`src/rtl/dac_soft_mute_if.sv`:
```
// dac_soft_mute_if
//   Bundles the sample stream and control/status signals of dac_soft_mute.
//   Streaming, no valid/ready: every clock edge moves one sample in and one
//   DAC word out, so there is no handshake and no backpressure.
//
//   Signals (direction as seen by the DUT, i.e. the slave modport):
//     mute          in   1         1 = ramp to silence, 0 = ramp to full gain
//     offsetBinary  in   1         1 = offset-binary dataOut, 0 = two's complement
//     clrSat        in   1         single-cycle clear of satFlag
//     dataIn        in   DW_IN     signed interpolator sample
//     dataOut       out  DW_OUT    registered DAC word
//     muted         out  1         high while the FSM is in MUTED
//     satFlag       out  1         sticky saturation flag
//     stateDbg      out  2         current FSM state (debug)
//     gainDbg       out  RAMP_LOG2+1  current gain register (debug)
interface dac_soft_mute_if #(
    parameter int RAMP_LOG2 = 10,
    parameter int DW_IN     = 18,
    parameter int DW_OUT    = 14
);
    logic                 mute;
    logic                 offsetBinary;
    logic                 clrSat;
    logic [DW_IN-1:0]     dataIn;
    logic [DW_OUT-1:0]    dataOut;
    logic                 muted;
    logic                 satFlag;
    logic [1:0]           stateDbg;
    logic [RAMP_LOG2:0]   gainDbg;

    modport master (
        output mute, offsetBinary, clrSat, dataIn,
        input  dataOut, muted, satFlag, stateDbg, gainDbg
    );

    modport slave (
        input  mute, offsetBinary, clrSat, dataIn,
        output dataOut, muted, satFlag, stateDbg, gainDbg
    );
endinterface

```
`src/rtl/dac_soft_mute.sv`:
```
// dac_soft_mute
//   Output conditioning between the interpolator and the DAC pins: linear
//   gain ramp for click-free mute/unmute, round-and-saturate from DW_IN to
//   DW_OUT bits, and two's-complement / offset-binary output coding.
//   Fixed 3-cycle pipeline: multiply -> scale/round/saturate -> coding.
//
//   Ports:
//     clk     in  system clock, one sample per edge
//     resetN  in  asynchronous active-low reset
//     bus     dac_soft_mute_if.slave (sample stream, control, status, debug)
module dac_soft_mute #(
    parameter int RAMP_LOG2 = 10,
    parameter int DW_IN     = 18,
    parameter int DW_OUT    = 14
) (
    input  logic                 clk,
    input  logic                 resetN,
    dac_soft_mute_if.slave       bus
);
    localparam int GW = RAMP_LOG2 + 1;          // gain register width
    localparam int PW = DW_IN + RAMP_LOG2 + 1;  // product width
    localparam int SH = DW_IN - DW_OUT;         // rounding shift

    localparam logic [1:0] S_MUTED     = 2'd0;
    localparam logic [1:0] S_RAMP_UP   = 2'd1;
    localparam logic [1:0] S_UNMUTED   = 2'd2;
    localparam logic [1:0] S_RAMP_DOWN = 2'd3;

    localparam logic [GW-1:0]        FULL_GAIN  = GW'(1) << RAMP_LOG2;
    localparam logic signed [DW_IN:0] ROUND_BIAS = (DW_IN+1)'(1) << (SH-1);
    localparam logic [DW_OUT-1:0]    MAX_POS    = {1'b0, {(DW_OUT-1){1'b1}}};

    logic [1:0]               state, stateNext;
    logic [GW-1:0]            gain, gainNext;
    logic signed [PW-1:0]     dataExt, gainExt, prodFull, prodReg;
    logic signed [DW_IN:0]    scaled, roundedWide;
    logic                     overflow;
    logic [DW_OUT-1:0]        roundedWord, stage2Word, dataOutReg;
    logic                     satReg;
    logic                     unusedBits;

    // Gain walks one step per clock toward the requested end point. The
    // state follows from where the gain lands, so a reversal mid-ramp just
    // changes direction from the current value with no hold cycle.
    always_comb begin
        gainNext = gain;
        if (!bus.mute) begin
            if (gain != FULL_GAIN) gainNext = gain + GW'(1);
        end else begin
            if (gain != '0) gainNext = gain - GW'(1);
        end

        if (gainNext == '0)            stateNext = S_MUTED;
        else if (gainNext == FULL_GAIN) stateNext = S_UNMUTED;
        else if (bus.mute)             stateNext = S_RAMP_DOWN;
        else                           stateNext = S_RAMP_UP;
    end

    // Stage 1 operands: signed sample times unsigned gain, both widened to
    // the product width so the multiply is exact modulo 2^PW. |p| never
    // exceeds 2^(DW_IN-1) * 2^RAMP_LOG2, so nothing is lost.
    assign dataExt  = PW'($signed(bus.dataIn));
    assign gainExt  = $signed(PW'(gain));
    assign prodFull = dataExt * gainExt;

    // Stage 2: arithmetic shift by RAMP_LOG2 (floor), so full gain returns
    // the input unchanged; then round half up and drop SH bits. Only the
    // positive side can overflow (+max rounding up), detected where the
    // two top bits of the widened sum disagree.
    assign scaled      = prodReg[PW-1:RAMP_LOG2];
    assign roundedWide = scaled + ROUND_BIAS;
    assign overflow    = roundedWide[DW_IN-1] & ~roundedWide[DW_IN];
    assign roundedWord = overflow ? MAX_POS : roundedWide[DW_IN-1:SH];

    // Bits discarded by design (fractional parts of shift and rounding).
    assign unusedBits = ^{prodReg[RAMP_LOG2-1:0], roundedWide[SH-1:0]};

    always_ff @(posedge clk or negedge resetN) begin
        if (!resetN) begin
            state      <= S_MUTED;
            gain       <= '0;
            prodReg    <= '0;
            stage2Word <= '0;
            dataOutReg <= '0;
            satReg     <= 1'b0;
        end else begin
            state      <= stateNext;
            gain       <= gainNext;
            prodReg    <= prodFull;
            stage2Word <= roundedWord;
            // Offset binary is two's complement with the MSB flipped.
            dataOutReg <= {stage2Word[DW_OUT-1] ^ bus.offsetBinary,
                           stage2Word[DW_OUT-2:0]};
            // Set has priority over clear.
            if (overflow)        satReg <= 1'b1;
            else if (bus.clrSat) satReg <= 1'b0;
        end
    end

    assign bus.dataOut  = dataOutReg;
    assign bus.muted    = (state == S_MUTED);
    assign bus.satFlag  = satReg;
    assign bus.stateDbg = state;
    assign bus.gainDbg  = gain;
endmodule

```
`src/flat_wrapper.sv`:
```
// flat-port wrapper written by rule: the top's interface ports become plain ports
module dac_soft_mute_flat 
#(
    parameter int RAMP_LOG2 = 10,
    parameter int DW_IN     = 18,
    parameter int DW_OUT    = 14
)
  (clk, resetN, bus_mute, bus_offsetBinary, bus_clrSat, bus_dataIn, bus_dataOut, bus_muted, bus_satFlag, bus_stateDbg, bus_gainDbg);
  dac_soft_mute_if #(.RAMP_LOG2(RAMP_LOG2), .DW_IN(DW_IN), .DW_OUT(DW_OUT)) bus_i ();
  input  logic clk;
  input  logic resetN;
  input wire logic [$bits(bus_i.mute)-1:0] bus_mute;
  input wire logic [$bits(bus_i.offsetBinary)-1:0] bus_offsetBinary;
  input wire logic [$bits(bus_i.clrSat)-1:0] bus_clrSat;
  input wire logic [$bits(bus_i.dataIn)-1:0] bus_dataIn;
  output wire logic [$bits(bus_i.dataOut)-1:0] bus_dataOut;
  output wire logic [$bits(bus_i.muted)-1:0] bus_muted;
  output wire logic [$bits(bus_i.satFlag)-1:0] bus_satFlag;
  output wire logic [$bits(bus_i.stateDbg)-1:0] bus_stateDbg;
  output wire logic [$bits(bus_i.gainDbg)-1:0] bus_gainDbg;
  assign bus_i.mute = bus_mute;
  assign bus_i.offsetBinary = bus_offsetBinary;
  assign bus_i.clrSat = bus_clrSat;
  assign bus_i.dataIn = bus_dataIn;
  assign bus_dataOut = bus_i.dataOut;
  assign bus_muted = bus_i.muted;
  assign bus_satFlag = bus_i.satFlag;
  assign bus_stateDbg = bus_i.stateDbg;
  assign bus_gainDbg = bus_i.gainDbg;
  dac_soft_mute #(.RAMP_LOG2(RAMP_LOG2), .DW_IN(DW_IN), .DW_OUT(DW_OUT)) u_core (.clk(clk), .resetN(resetN), .bus(bus_i));
endmodule
```
`config.mk`:
```
export PLATFORM = sky130hd
export DESIGN_NAME = dac_soft_mute_flat
export DESIGN_NICKNAME = d
export VERILOG_FILES = /design/src/rtl/dac_soft_mute_if.sv /design/src/rtl/dac_soft_mute.sv /design/src/flat_wrapper.sv
export SDC_FILE = /design/constraint.sdc
export NUM_CORES = 1
export LEC_CHECK = 0
export BUFFER_PORTS_ARGS = -buffer_cell sky130_fd_sc_hd__buf_4
export CAP_MARGIN = 15
export CELL_PAD_IN_SITES_DETAIL_PLACEMENT = 1
export CELL_PAD_IN_SITES_GLOBAL_PLACEMENT = 1
export CORE_ASPECT_RATIO = 1.75
export CORE_MARGIN = 2
export CORE_UTILIZATION = 50
export DETAILED_ROUTE_END_ITERATION = 10
export PLACE_DENSITY = 0.86
export SYNTH_ARGS = -nofsm -noshare
export SYNTH_HDL_FRONTEND = slang
export SYNTH_SLANG_ARGS = --single-unit
```
`constraint.sdc`:
```
create_clock -name clk -period 6.5 [get_ports clk]
set_input_delay 1.3 -clock clk [delete_from_list [all_inputs] [get_ports clk]]
set_output_delay 1.3 -clock clk [all_outputs]
set_load 0.05 [all_outputs]
```
==> impl_metrics.toml <==
[status]
status = "finished clean"

[clock_tree]
clk_latency_ns = 0.32
cts_resized = 0
htree_num_levels = 3
cts_buffers = 9
numClockSinks = 58
cts_root_buf = "clkbuf_16"
path_clk_slew_ns = 0.05
max-clock-path-buffers = 2
cts_setup_buffers = 0
ctsHoldBuffers = 0
cts_tree = "built"

[grt]
antenna_found_initial = 0
grt_pass1_vias = 8538
grt_pass1_wl_um = 43670
grt_usage_pct = 30.05
grt_max_degree = 59
grt-ovfl-total = 0

[sta]
setup_viol = 0
worstMarginPinSlew_ns = 0.9580
fin_crit_sh_pct = 97.16
fin_crit_ns = 6.316
finalHoldViolations = 0
rsz0062_at_grt = "no"
slew_violations = 0
fin_setup_tns_ns = 0
fmax_mhz = 158.3
fin_skew_ns = 0.005239
slew_headroom_pct = 36.13

[detailed_routing]
wl_um = 26970
drtIter0Drc = 378
postRouteAntennaNets = 0
wire_per_inst_um = 21.44
vias = 6960
dr.pass1.iters = 4
vias_per_cell = 5.533
drc_errors = 0

[synthesis]
synth.most_common_cell = "inv_1"
synthCells = 983
synth.distinct_cells = 51
synth-main-ff-cell = "dfrtp_1"
synth_area_mm2 = 0.009031
synth_edf_count = 0
syn_area_per_cell_um2 = 9.187
yosys_warnings = 0
synth_seq_cells = 58
syn-num-nets = 1243
synthArstFlopShare_pct = 100.0
ys_top_cells_by_area = "fa_1 39%, dfrtp_1 16%, inv_1 9.5%"
ys_seq_area_share_pct = 16.07
netlist.area_leader.share_pct = 38.79
yosysTopAreaCell = "fa_1"
yosys-top-cells-count = "229 x inv_1, 175 x fa_1, 172 x nand2_1, 62 x ha_1, 58 x dfrtp_1"

[final_layout]
fillers = 2082
area_growth_pct = 10.68
final_cells = 1258
layout.nets = 1279
antennaDiodeCount = 0
drive_above_1_share_pct = 9.766
multiInputGateArea_mm2 = 0.006539
regArea_mm2 = 0.001451

[place]
place.gp.congestion = 0.8722
dp_cells = 1242
dp_hpwl_um = 20930
port_buffers = 51

[worst_hold_path]
worst_hold_path_type = "reg -> reg"

[die]
floorplan.initialDensity_pct = 50.48
coreArea_mm2 = 0.01789
fp.dieArea_mm2 = 0.01920
io_pins = 52
dieHeight_um = 181.8
fp-row-count = 65
dieWidth_um = 105.6

[critical_path]
cp_max_fo = 11
crit_path_end_kind = "register"
crit_arrival_ns = 6.51
critical_path_class = "in -> reg"
worst-endpoint-required_ns = 6.69
start_kind = "input port"

[flow_run]
maxCapViolations = 0
-- logic make-up (layout without fill, tap and decap cells) --
kind of cell	after synthesis	after routing	synth area share, %
flip-flops	58	58	16.07
buffers and inverters	277	318	11.54
AND/OR/NAND/NOR	306	306	16.22
AO/OA/AOI/OAI	62	62	4.558
adder cells (fa/ha/maj)	237	237	47.38
multiplexers	2	2	0.2494
XOR/XNOR	41	41	3.976
-- sequential cells by signal (all words and copies together), names as in the netlist --
name / flops
u_core.bus.satFlag: 1
u_core.stage2Word: 14
u_core.bus.stateDbg: 2
u_core.prodReg: 16
u_core.bus.gainDbg: 11
u_core.bus.dataOut: 14
-- metrics by stage --
| step | util (%) | instance area, um2 | setup WS, ns | hold slack (ns) |
|---|---|---|---|---|
| 6_report | 55.87 | 9996 | 0.1844 | 0.3481 |
| 3_5_place_dp | 54.15 | 9689 | -0.1207 | 0.3365 |
| 2_1_floorplan | - | 9031 | 0.1408 | 0.3312 |
| 5_1_grt | 55.87 | 9996 | 0.02370 | 0.3556 |
| 4_1_cts | 55.86 | 9995 | 0.1730 | 0.3500 |
| 3_3_place_gp | 54.15 | 9689 | 0.1266 | 0.3326 |
-- final cells by class --
| cell class | instances | area share [%] |
|---|---|---|
| well taps | 234 | 2.929 |
| repair buffers | 73 | 5.483 |
| inverters | 229 | 8.599 |
| flip-flops and latches | 58 | 14.52 |
| clock inverters | 5 | 0.5257 |
| clock buffers | 11 | 2.528 |
| multi-input cells | 648 | 65.41 |
-- worst max-delay path, cell delays in order --
cell	delay, ns
buf_4	0.16
and2_1	0.19
fa_1	0.54
inv_1	0.06
fa_1	0.55
inv_1	0.05
fa_1	0.45
fa_1	0.50
inv_1	0.06
fa_1	0.55
inv_1	0.06
ha_1	0.33
o21ai_0	0.21
o22ai_1	0.17
o21a_1	0.23
or4_1	0.58
a2111oi_1	0.41
nor4bb_1	0.10
-- metal layers --
| metal | track usage (%) | routed length (um) | vias up |
|---|---|---|---|
| li1 | - | - | 3007 |
| met1 | 29.32 | 8700 | 3611 |
| met2 | 58.58 | 15320 | 214 |
| met3 | 3.230 | 887 | 128 |
| met4 | 18.79 | 2067 | 0 |
| met5 | 0 | 0 | - |
-- cells in the final DEF (no fill, tap or decap), types with 4 or more instances in the layout --
cell type / Yosys / routed
inv_1: 229 / 229
fa_1: 175 / 175
nand2_1: 172 / 172
buf_4: 0 / 73
ha_1: 62 / 62
dfrtp_1: 58 / 58
and2_1: 54 / 54
xnor2_1: 25 / 25
xor2_1: 16 / 16
nor2_1: 15 / 15
a21oi_1: 14 / 14
nand3_1: 13 / 13
o21ai_0: 12 / 12
clkbuf_16: 0 / 9
or3_1: 8 / 8
o31ai_1: 6 / 6
nand4_1: 6 / 6
nor4_1: 6 / 6
and3_1: 5 / 5
nor2b_1: 4 / 4
nor3_1: 4 / 4
a31oi_1: 4 / 4
or4_1: 4 / 4
-- path summary, 6_finish.rpt --
check                                      start                endpoint  slack [ns]  depth (start not counted)
max in group asynchronous                 resetN    u_core.stage2Word[1]        4.98                          1
setup / recovery                   bus_dataIn[5]      u_core.prodReg[28]        0.18                         18
min in group asynchronous                 resetN   u_core.bus.dataOut[0]        1.04                          1
setup reg to reg           u_core.bus.gainDbg[3]      u_core.prodReg[28]        0.27                         14
hold / removal             u_core.stage2Word[12]  u_core.bus.dataOut[12]        0.35                          0
hold reg to reg            u_core.stage2Word[12]  u_core.bus.dataOut[12]        0.35                          0
Power is left out: the tool's default activity adds up to more than one toggle a clock period on the data nets, which glitch-free logic cannot reach.
